File: config.mk
export PLATFORM = sky130hd
export DESIGN_NAME = mem_arbiter
export DESIGN_NICKNAME = d
export VERILOG_FILES = /design/src/rtl/mem_pkg.sv /design/src/rtl/mem_lane_align.sv /design/src/rtl/mem_arbiter.sv
export SDC_FILE = /design/constraint.sdc
export NUM_CORES = 1
export LEC_CHECK = 0
export ABC_AREA = 1
export BUFFER_PORTS_ARGS = -buffer_cell sky130_fd_sc_hd__buf_2
export CAP_MARGIN = 40
export CORE_ASPECT_RATIO = 2
export CORE_MARGIN = 2
export CORE_UTILIZATION = 53
export CTS_CLUSTER_DIAMETER = 200
export CTS_CLUSTER_SIZE = 16
export DETAILED_ROUTE_END_ITERATION = 16
export MAX_ROUTING_LAYER = met4
export PLACE_DENSITY = 0.78
export SLEW_MARGIN = 20
export SYNTH_ARGS = -nofsm -noshare
export SYNTH_HDL_FRONTEND = slang
export SYNTH_SLANG_ARGS = --single-unit
File: constraint.sdc
create_clock -name i_Clock -period 2.5 [get_ports i_Clock]
set_input_delay 0.5 -clock i_Clock [delete_from_list [all_inputs] [get_ports i_Clock]]
set_output_delay 0.5 -clock i_Clock [all_outputs]
set_load 0.02 [all_outputs]
File: src/rtl/mem_pkg.sv
// mem_pkg
// Shared memory-access definitions: arbiter state encoding, funct3 access-mode
// constants, and the lane-select / legality helpers used by the arbiter and by
// any cpudefs consumer that decodes load/store widths.
// Ports: none (package).
package mem_pkg;

    typedef enum logic [1:0] {
        IDLE      = 2'd0,
        ACCESS    = 2'd1,
        RMW_WRITE = 2'd2
    } memState_t;

    // funct3 encodings; loads and stores share the width field
    localparam logic [2:0] FUNCT3_B  = 3'b000;
    localparam logic [2:0] FUNCT3_H  = 3'b001;
    localparam logic [2:0] FUNCT3_W  = 3'b010;
    localparam logic [2:0] FUNCT3_BU = 3'b100;
    localparam logic [2:0] FUNCT3_HU = 3'b101;

    // Unsigned variants only exist for loads.
    function automatic logic isBadMode(input logic [2:0] mode, input logic write);
        case (mode)
            FUNCT3_B, FUNCT3_H, FUNCT3_W: return 1'b0;
            FUNCT3_BU, FUNCT3_HU:         return write;
            default:                      return 1'b1;
        endcase
    endfunction

    function automatic logic isMisaligned(input logic [2:0] mode, input logic [1:0] lowAddr);
        case (mode)
            FUNCT3_H, FUNCT3_HU: return lowAddr[0];
            FUNCT3_W:            return (lowAddr != 2'b00);
            default:             return 1'b0;
        endcase
    endfunction

    function automatic logic [7:0] selectByte(input logic [31:0] word, input logic [1:0] lane);
        case (lane)
            2'd0:    return word[7:0];
            2'd1:    return word[15:8];
            2'd2:    return word[23:16];
            default: return word[31:24];
        endcase
    endfunction

    function automatic logic [15:0] selectHalf(input logic [31:0] word, input logic upper);
        return upper ? word[31:16] : word[15:0];
    endfunction

    function automatic logic [31:0] wordAlign(input logic [31:0] address);
        return {address[31:2], 2'b00};
    endfunction

endpackage

File: src/rtl/mem_lane_align.sv
// mem_lane_align
// Combinational byte/half lane handling for a 32-bit word memory.
// Ports:
//   address    [1:0]  byte offset within the word
//   mode       [2:0]  funct3 access width / signedness
//   wordIn     [31:0] word read from memory
//   storeData  [31:0] store operand (low bytes used for SB/SH)
//   loadValue  [31:0] extracted, sign/zero-extended load result
//   mergedWord [31:0] wordIn with the addressed lane replaced by storeData
module mem_lane_align
    import mem_pkg::*;
(
    input  logic [1:0]  address,
    input  logic [2:0]  mode,
    input  logic [31:0] wordIn,
    input  logic [31:0] storeData,
    output logic [31:0] loadValue,
    output logic [31:0] mergedWord
);

    logic [7:0]  byteVal;
    logic [15:0] halfVal;

    always_comb begin
        byteVal = selectByte(wordIn, address);
        halfVal = selectHalf(wordIn, address[1]);

        loadValue = '0;
        case (mode)
            FUNCT3_B:  loadValue = {{24{byteVal[7]}}, byteVal};
            FUNCT3_H:  loadValue = {{16{halfVal[15]}}, halfVal};
            FUNCT3_W:  loadValue = wordIn;
            FUNCT3_BU: loadValue = {24'd0, byteVal};
            FUNCT3_HU: loadValue = {16'd0, halfVal};
            default:   loadValue = '0;
        endcase

        mergedWord = wordIn;
        case (mode)
            FUNCT3_B: mergedWord[{address, 3'b000} +: 8] = storeData[7:0];
            FUNCT3_H: begin
                if (address[1]) mergedWord[31:16] = storeData[15:0];
                else            mergedWord[15:0]  = storeData[15:0];
            end
            FUNCT3_W: mergedWord = storeData;
            default:  mergedWord = wordIn;
        endcase
    end

endmodule

File: src/rtl/mem_arbiter.sv
// mem_arbiter
// Arbitrates an instruction-fetch port and a data load/store port onto a single
// combinational-read, word-write memory. Sub-word stores are done as a
// read-modify-write. Misaligned and illegal-mode data accesses complete without
// touching memory and report a flag in the ready cycle.
//
// Build option: MEM_ARBITER_ROUND_ROBIN_EN -- when defined, simultaneous
// requests alternate between ports (instruction first after reset); otherwise
// data has fixed priority over instruction.
//
// Ports:
//   i_Clock, i_Reset_n                 clock (rising edge), async active-low reset
//   i_IReq, i_IAddress                 instruction fetch request
//   o_IReady, o_IData                  fetch completion pulse and word
//   i_DReq, i_DWrite, i_DAddress,
//   i_DData, i_DMode                   data request, direction, address, store data, funct3
//   o_DReady, o_DData,
//   o_DMisaligned, o_DBadMode          data completion pulse, load value, error flags
//   o_MemWriteEnable, o_MemReadEnable,
//   o_MemAddress, o_MemDataIn          memory control, word address, write data
//   i_MemDataOut                       memory read data (same cycle)
//
// state     | meaning
// IDLE      | no access; grants a requester unless a ready pulse is out this cycle
// ACCESS    | read or full-word write of the registered request, or error completion
// RMW_WRITE | write back the merged word of an SB/SH
module mem_arbiter
    import mem_pkg::*;
(
    input  logic        i_Clock,
    input  logic        i_Reset_n,

    input  logic        i_IReq,
    input  logic [31:0] i_IAddress,
    output logic        o_IReady,
    output logic [31:0] o_IData,

    input  logic        i_DReq,
    input  logic        i_DWrite,
    input  logic [31:0] i_DAddress,
    input  logic [31:0] i_DData,
    input  logic [2:0]  i_DMode,
    output logic        o_DReady,
    output logic [31:0] o_DData,
    output logic        o_DMisaligned,
    output logic        o_DBadMode,

    output logic        o_MemWriteEnable,
    output logic        o_MemReadEnable,
    output logic [31:0] o_MemAddress,
    output logic [31:0] o_MemDataIn,
    input  logic [31:0] i_MemDataOut
);

    memState_t   state, nextState;

    logic        curIsData;
    logic        curWrite;
    logic [31:0] curAddress;
    logic [31:0] curWData;
    logic [2:0]  curMode;
    logic        curMisaligned;
    logic        curBadMode;
    logic [31:0] mergedReg;

    logic        dEligible, iEligible, pickData, grantValid, curError;
    logic        selBad, selMis;
    logic [31:0] loadValue, mergedWord;

`ifdef MEM_ARBITER_ROUND_ROBIN_EN
    logic        lastWasData;
`endif

    mem_lane_align u_laneAlign (
        .address    (curAddress[1:0]),
        .mode       (curMode),
        .wordIn     (i_MemDataOut),
        .storeData  (curWData),
        .loadValue  (loadValue),
        .mergedWord (mergedWord)
    );

    // A requester still holds its request during its own ready cycle, so that
    // cycle never grants. This also means one port cannot immediately re-win
    // in a way that hides the other's request from round-robin.
    always_comb begin
        dEligible = i_DReq & ~o_DReady;
        iEligible = i_IReq & ~o_IReady;
`ifdef MEM_ARBITER_ROUND_ROBIN_EN
        if (dEligible && iEligible) pickData = ~lastWasData;
        else                        pickData = dEligible;
`else
        pickData = dEligible;
`endif
        grantValid = (state == IDLE) && !(o_IReady || o_DReady) && (dEligible || iEligible);
        selBad     = pickData & isBadMode(i_DMode, i_DWrite);
        selMis     = pickData & ~selBad & isMisaligned(i_DMode, i_DAddress[1:0]);
        curError   = curMisaligned | curBadMode;
    end

    always_comb begin
        nextState        = state;
        o_MemWriteEnable = 1'b0;
        o_MemReadEnable  = 1'b0;
        o_MemAddress     = '0;
        o_MemDataIn      = '0;
        case (state)
            IDLE: begin
                if (grantValid) nextState = ACCESS;
            end
            ACCESS: begin
                nextState = IDLE;
                if (!curError) begin
                    o_MemAddress = wordAlign(curAddress);
                    if (curWrite && (curMode == FUNCT3_W)) begin
                        o_MemWriteEnable = 1'b1;
                        o_MemDataIn      = curWData;
                    end else begin
                        o_MemReadEnable = 1'b1;
                        if (curWrite) nextState = RMW_WRITE;
                    end
                end
            end
            RMW_WRITE: begin
                nextState        = IDLE;
                o_MemWriteEnable = 1'b1;
                o_MemAddress     = wordAlign(curAddress);
                o_MemDataIn      = mergedReg;
            end
            default: nextState = IDLE;
        endcase
    end

    always_ff @(posedge i_Clock or negedge i_Reset_n) begin
        if (!i_Reset_n) begin
            state         <= IDLE;
            curIsData     <= 1'b0;
            curWrite      <= 1'b0;
            curAddress    <= '0;
            curWData      <= '0;
            curMode       <= '0;
            curMisaligned <= 1'b0;
            curBadMode    <= 1'b0;
            mergedReg     <= '0;
            o_IReady      <= 1'b0;
            o_IData       <= '0;
            o_DReady      <= 1'b0;
            o_DData       <= '0;
            o_DMisaligned <= 1'b0;
            o_DBadMode    <= 1'b0;
`ifdef MEM_ARBITER_ROUND_ROBIN_EN
            lastWasData   <= 1'b1;
`endif
        end else begin
            state         <= nextState;
            o_IReady      <= 1'b0;
            o_DReady      <= 1'b0;
            o_DMisaligned <= 1'b0;
            o_DBadMode    <= 1'b0;
            case (state)
                IDLE: begin
                    if (grantValid) begin
                        curIsData     <= pickData;
                        curWrite      <= pickData & i_DWrite;
                        curAddress    <= pickData ? i_DAddress : i_IAddress;
                        curWData      <= i_DData;
                        curMode       <= pickData ? i_DMode : FUNCT3_W;
                        curMisaligned <= selMis;
                        curBadMode    <= selBad;
`ifdef MEM_ARBITER_ROUND_ROBIN_EN
                        lastWasData   <= pickData;
`endif
                    end
                end
                ACCESS: begin
                    if (!curIsData) begin
                        o_IReady <= 1'b1;
                        o_IData  <= i_MemDataOut;
                    end else if (curError) begin
                        o_DReady      <= 1'b1;
                        o_DData       <= '0;
                        o_DMisaligned <= curMisaligned;
                        o_DBadMode    <= curBadMode;
                    end else if (curWrite) begin
                        if (curMode == FUNCT3_W) begin
                            o_DReady <= 1'b1;
                            o_DData  <= '0;
                        end else begin
                            mergedReg <= mergedWord;
                        end
                    end else begin
                        o_DReady <= 1'b1;
                        o_DData  <= loadValue;
                    end
                end
                RMW_WRITE: begin
                    o_DReady <= 1'b1;
                    o_DData  <= '0;
                end
                default: ;
            endcase
        end
    end

endmodule

==> results.md <==
- Vias: 10100
- DP HPWL: 24.2 mm
- Achievable Freq: 0.375 GHz
- PwrDens: 1340 mW/mm^2
- Final Hold Fails: 0
- Worst slew margin: 0.559
- Worst hold slack: 0.250 ns
- Routed WL: 33.3 mm
- Status: finished with violations
- Skew-Pair Late Insertion Delay: 0.44 ns
- Yosys warns: 0
- First-pass DRT Iterations: 8
- Tcrit/Tclk final: 1.07
- Async SR Flop Fraction: 1.00
- H-tree levels: 4
- CTS tree: yes
- Skew final: 0.00916 ns
- Cells after synthesis: 1403
- Routed vias/inst: 5.38
- Post-synthesis cell type count: 31
- Height of the die: 195 um
- Gr usage total: 0.354
- Post-layout min period: 2.67 ns
- Setup WS post-layout: -0.169 ns
- Place WS: 0.233 ns
- CP Class: flip-flop to output port
- Worst-path maximum fanout: 8
- Largest net degree at the start of global routing: 78
- FF-to-FF Start: curAddress[1]
- Nets: 1803
- Critical Path RT: 2.00 ns
- Antenna violations before repair: 0
- CP Launch Type: flip-flop
- Final Wtd Congestion: 1.00
- DIE WIDTH: 99.4 um
- Post-synth EDFFs: 0
- LEAKAGE: 0.00678 uW
- First-pass GRT wire length: 51.6 mm
- Vias in the first global route: 9924
- Ys flop type: dfrtp_1
- Root Driver: clkbuf_16
- Port bufs: 267
- Post-route ant nets: 0
- IR drop worst, VDD: 0.987 mV
- Initial drt markers: 597
- TritonCTS Buffers: 17
- Rows: 69
- Hold Crit Class: input port to flip-flop
- Post-synthesis area per instance: 6.87 um^2
- Final setup viols: 55
- Area grow syn2layout: 27.9%
- Failing checks: setup timing
- Worst Path Arrival: 2.17 ns
- Layout Utilization: 0.693
- I/O pin cnt: 270
- Share of cells above drive strength 1: 0.248
- Initial Util: 0.542
- Total gr overflow: 0
- Slew Limit Fails: 0
- Flops & latches, synth: 173
- Core area: 0.0178 mm^2
- Synthesized cell area: 0.00964 mm^2
- Avg WL per Cell: 17.7 um
- N_diodes: 0
- Critical Path Sink Type: output port
- Worst-Margin Slew: 0.661 ns
- Clk slew on worst S/H paths: 0.07 ns
- Die area: 0.0193 mm^2
- Max clock buf depth: 2
- Worst hold start: i_DData[27]
- Drt drc: 0
- Max-Cap Viols: 0
- Unrepaired setup endpoints after global routing: yes
- Worst Setup SP: state[1]
- Clock sink count: 173
- Sequential share of the synthesized area: 0.449
## where the power goes
group          internal (uW)  switching (uW)
clock network           1740            1190
logic                   2780            5760
registers               4130             860
total                   8650            7810
## logic make-up (layout without fill, tap and decap cells)
group	Yosys count	after routing	synth area share
simple gates	843	843	0.345
compound gates	191	191	0.113
buf+inv	187	455	0.0822
flops	173	173	0.449
fa+ha+maj	8	8	0.0104
other cells	1	2	0.000389
## layout make-up
cell class,count,area (um^2)
fillers,1582,5460
inverters,109,412
clock buffers,20,457
well taps,213,267
flip-flops and latches,173,4330
repair buffers,314,2010
clock inverters,12,183
multi-input cells,1044,4660
## through the flow
stage | setup TNS, ns | power, uW | cells | cell area, um^2
2_1_floorplan | 0 | 10300 | 1404 | 9640
3_3_place_gp | 0 | 12700 | 1839 | 11200
3_5_place_dp | 0 | 12900 | 1840 | 11200
4_1_cts | -5.79 | 16300 | 1885 | 12300
5_1_grt | -10.60 | 17600 | 1885 | 12300
6_report | -5.61 | 16500 | 1885 | 12300
## layout by cell type, fill, tap and decap left out, drive strengths merged, types with 8 or more instances in the layout
| cell type | count |
|---|---|
| buf | 313 |
| o31ai | 30 |
| o21ai | 81 |
| a21oi | 75 |
| dfrtp | 173 |
| inv | 111 |
| clkbuf | 20 |
| nand3 | 46 |
| ha | 8 |
| nand2 | 621 |
| nor2 | 168 |
## per-layer routing
layer	part of all wire	wire length, um	up-vias	track usage
met1	0.35	11700	4715	0.372
met4	0.072	2410	0	0.223
met2	0.53	17600	439	0.612
met3	0.050	1670	123	0.0496
met5	0	0	-	-
li1	-	-	4867	-
## final timing paths
kind	end	slack, ns	cells past startpoint
min in group asynchronous	o_DData[29]	0.53	2
setup reg to reg	o_DData[31]	0.25	7
max in group asynchronous	curWData[16]	1.30	3
hold / removal	curWData[27]	0.25	3
hold reg to reg	o_DData[7]	0.47	2
setup / recovery	o_MemDataIn[25]	-0.17	12
## Yosys cell counts (8+ instances only)
master	n	share of area
a21oi_2	9	0.0082
ha_1	8	0.010
dfrtp_1	173	0.45
nand3_1	43	0.022
clkbuf_1	43	0.017
nand2_2	10	0.0065
o31ai_1	30	0.023
buf_2	25	0.013
nor2_1	161	0.063
o21ai_0	79	0.041
nand2_1	611	0.24
inv_1	105	0.041
a21oi_1	66	0.034
## sequential cells by signal, indices dropped and copies added (netlist names), 2 cells and up
| register | count |
|---|---|
| curAddress | 32 |
| curWData | 32 |
| mergedReg | 32 |
| o_DData | 32 |
| o_IData | 32 |
| curMode | 3 |
| state | 2 |
## worst max-delay path, stage by stage (launching register included)
cell and delay [ns]:
dfrtp_1 0.39, inv_2 0.08, ha_4 0.13, inv_2 0.04, buf_6 0.11, nor3_4 0.11
buf_6 0.13, buf_12 0.11, buf_12 0.11, buf_16 0.14, nand2_2 0.05, a21oi_2 0.15
buf_4 0.16
## timing repair
item,4_1_cts,5_1_grt
resized for setup,72,27
hold buffers,1,0
endpoints found under the setup margin,55,60
endpoints found under the hold margin,35,0
cloned,4,0
pin swaps,8,8
setup buffers,8,1
(Power assumes the default switching activity.)
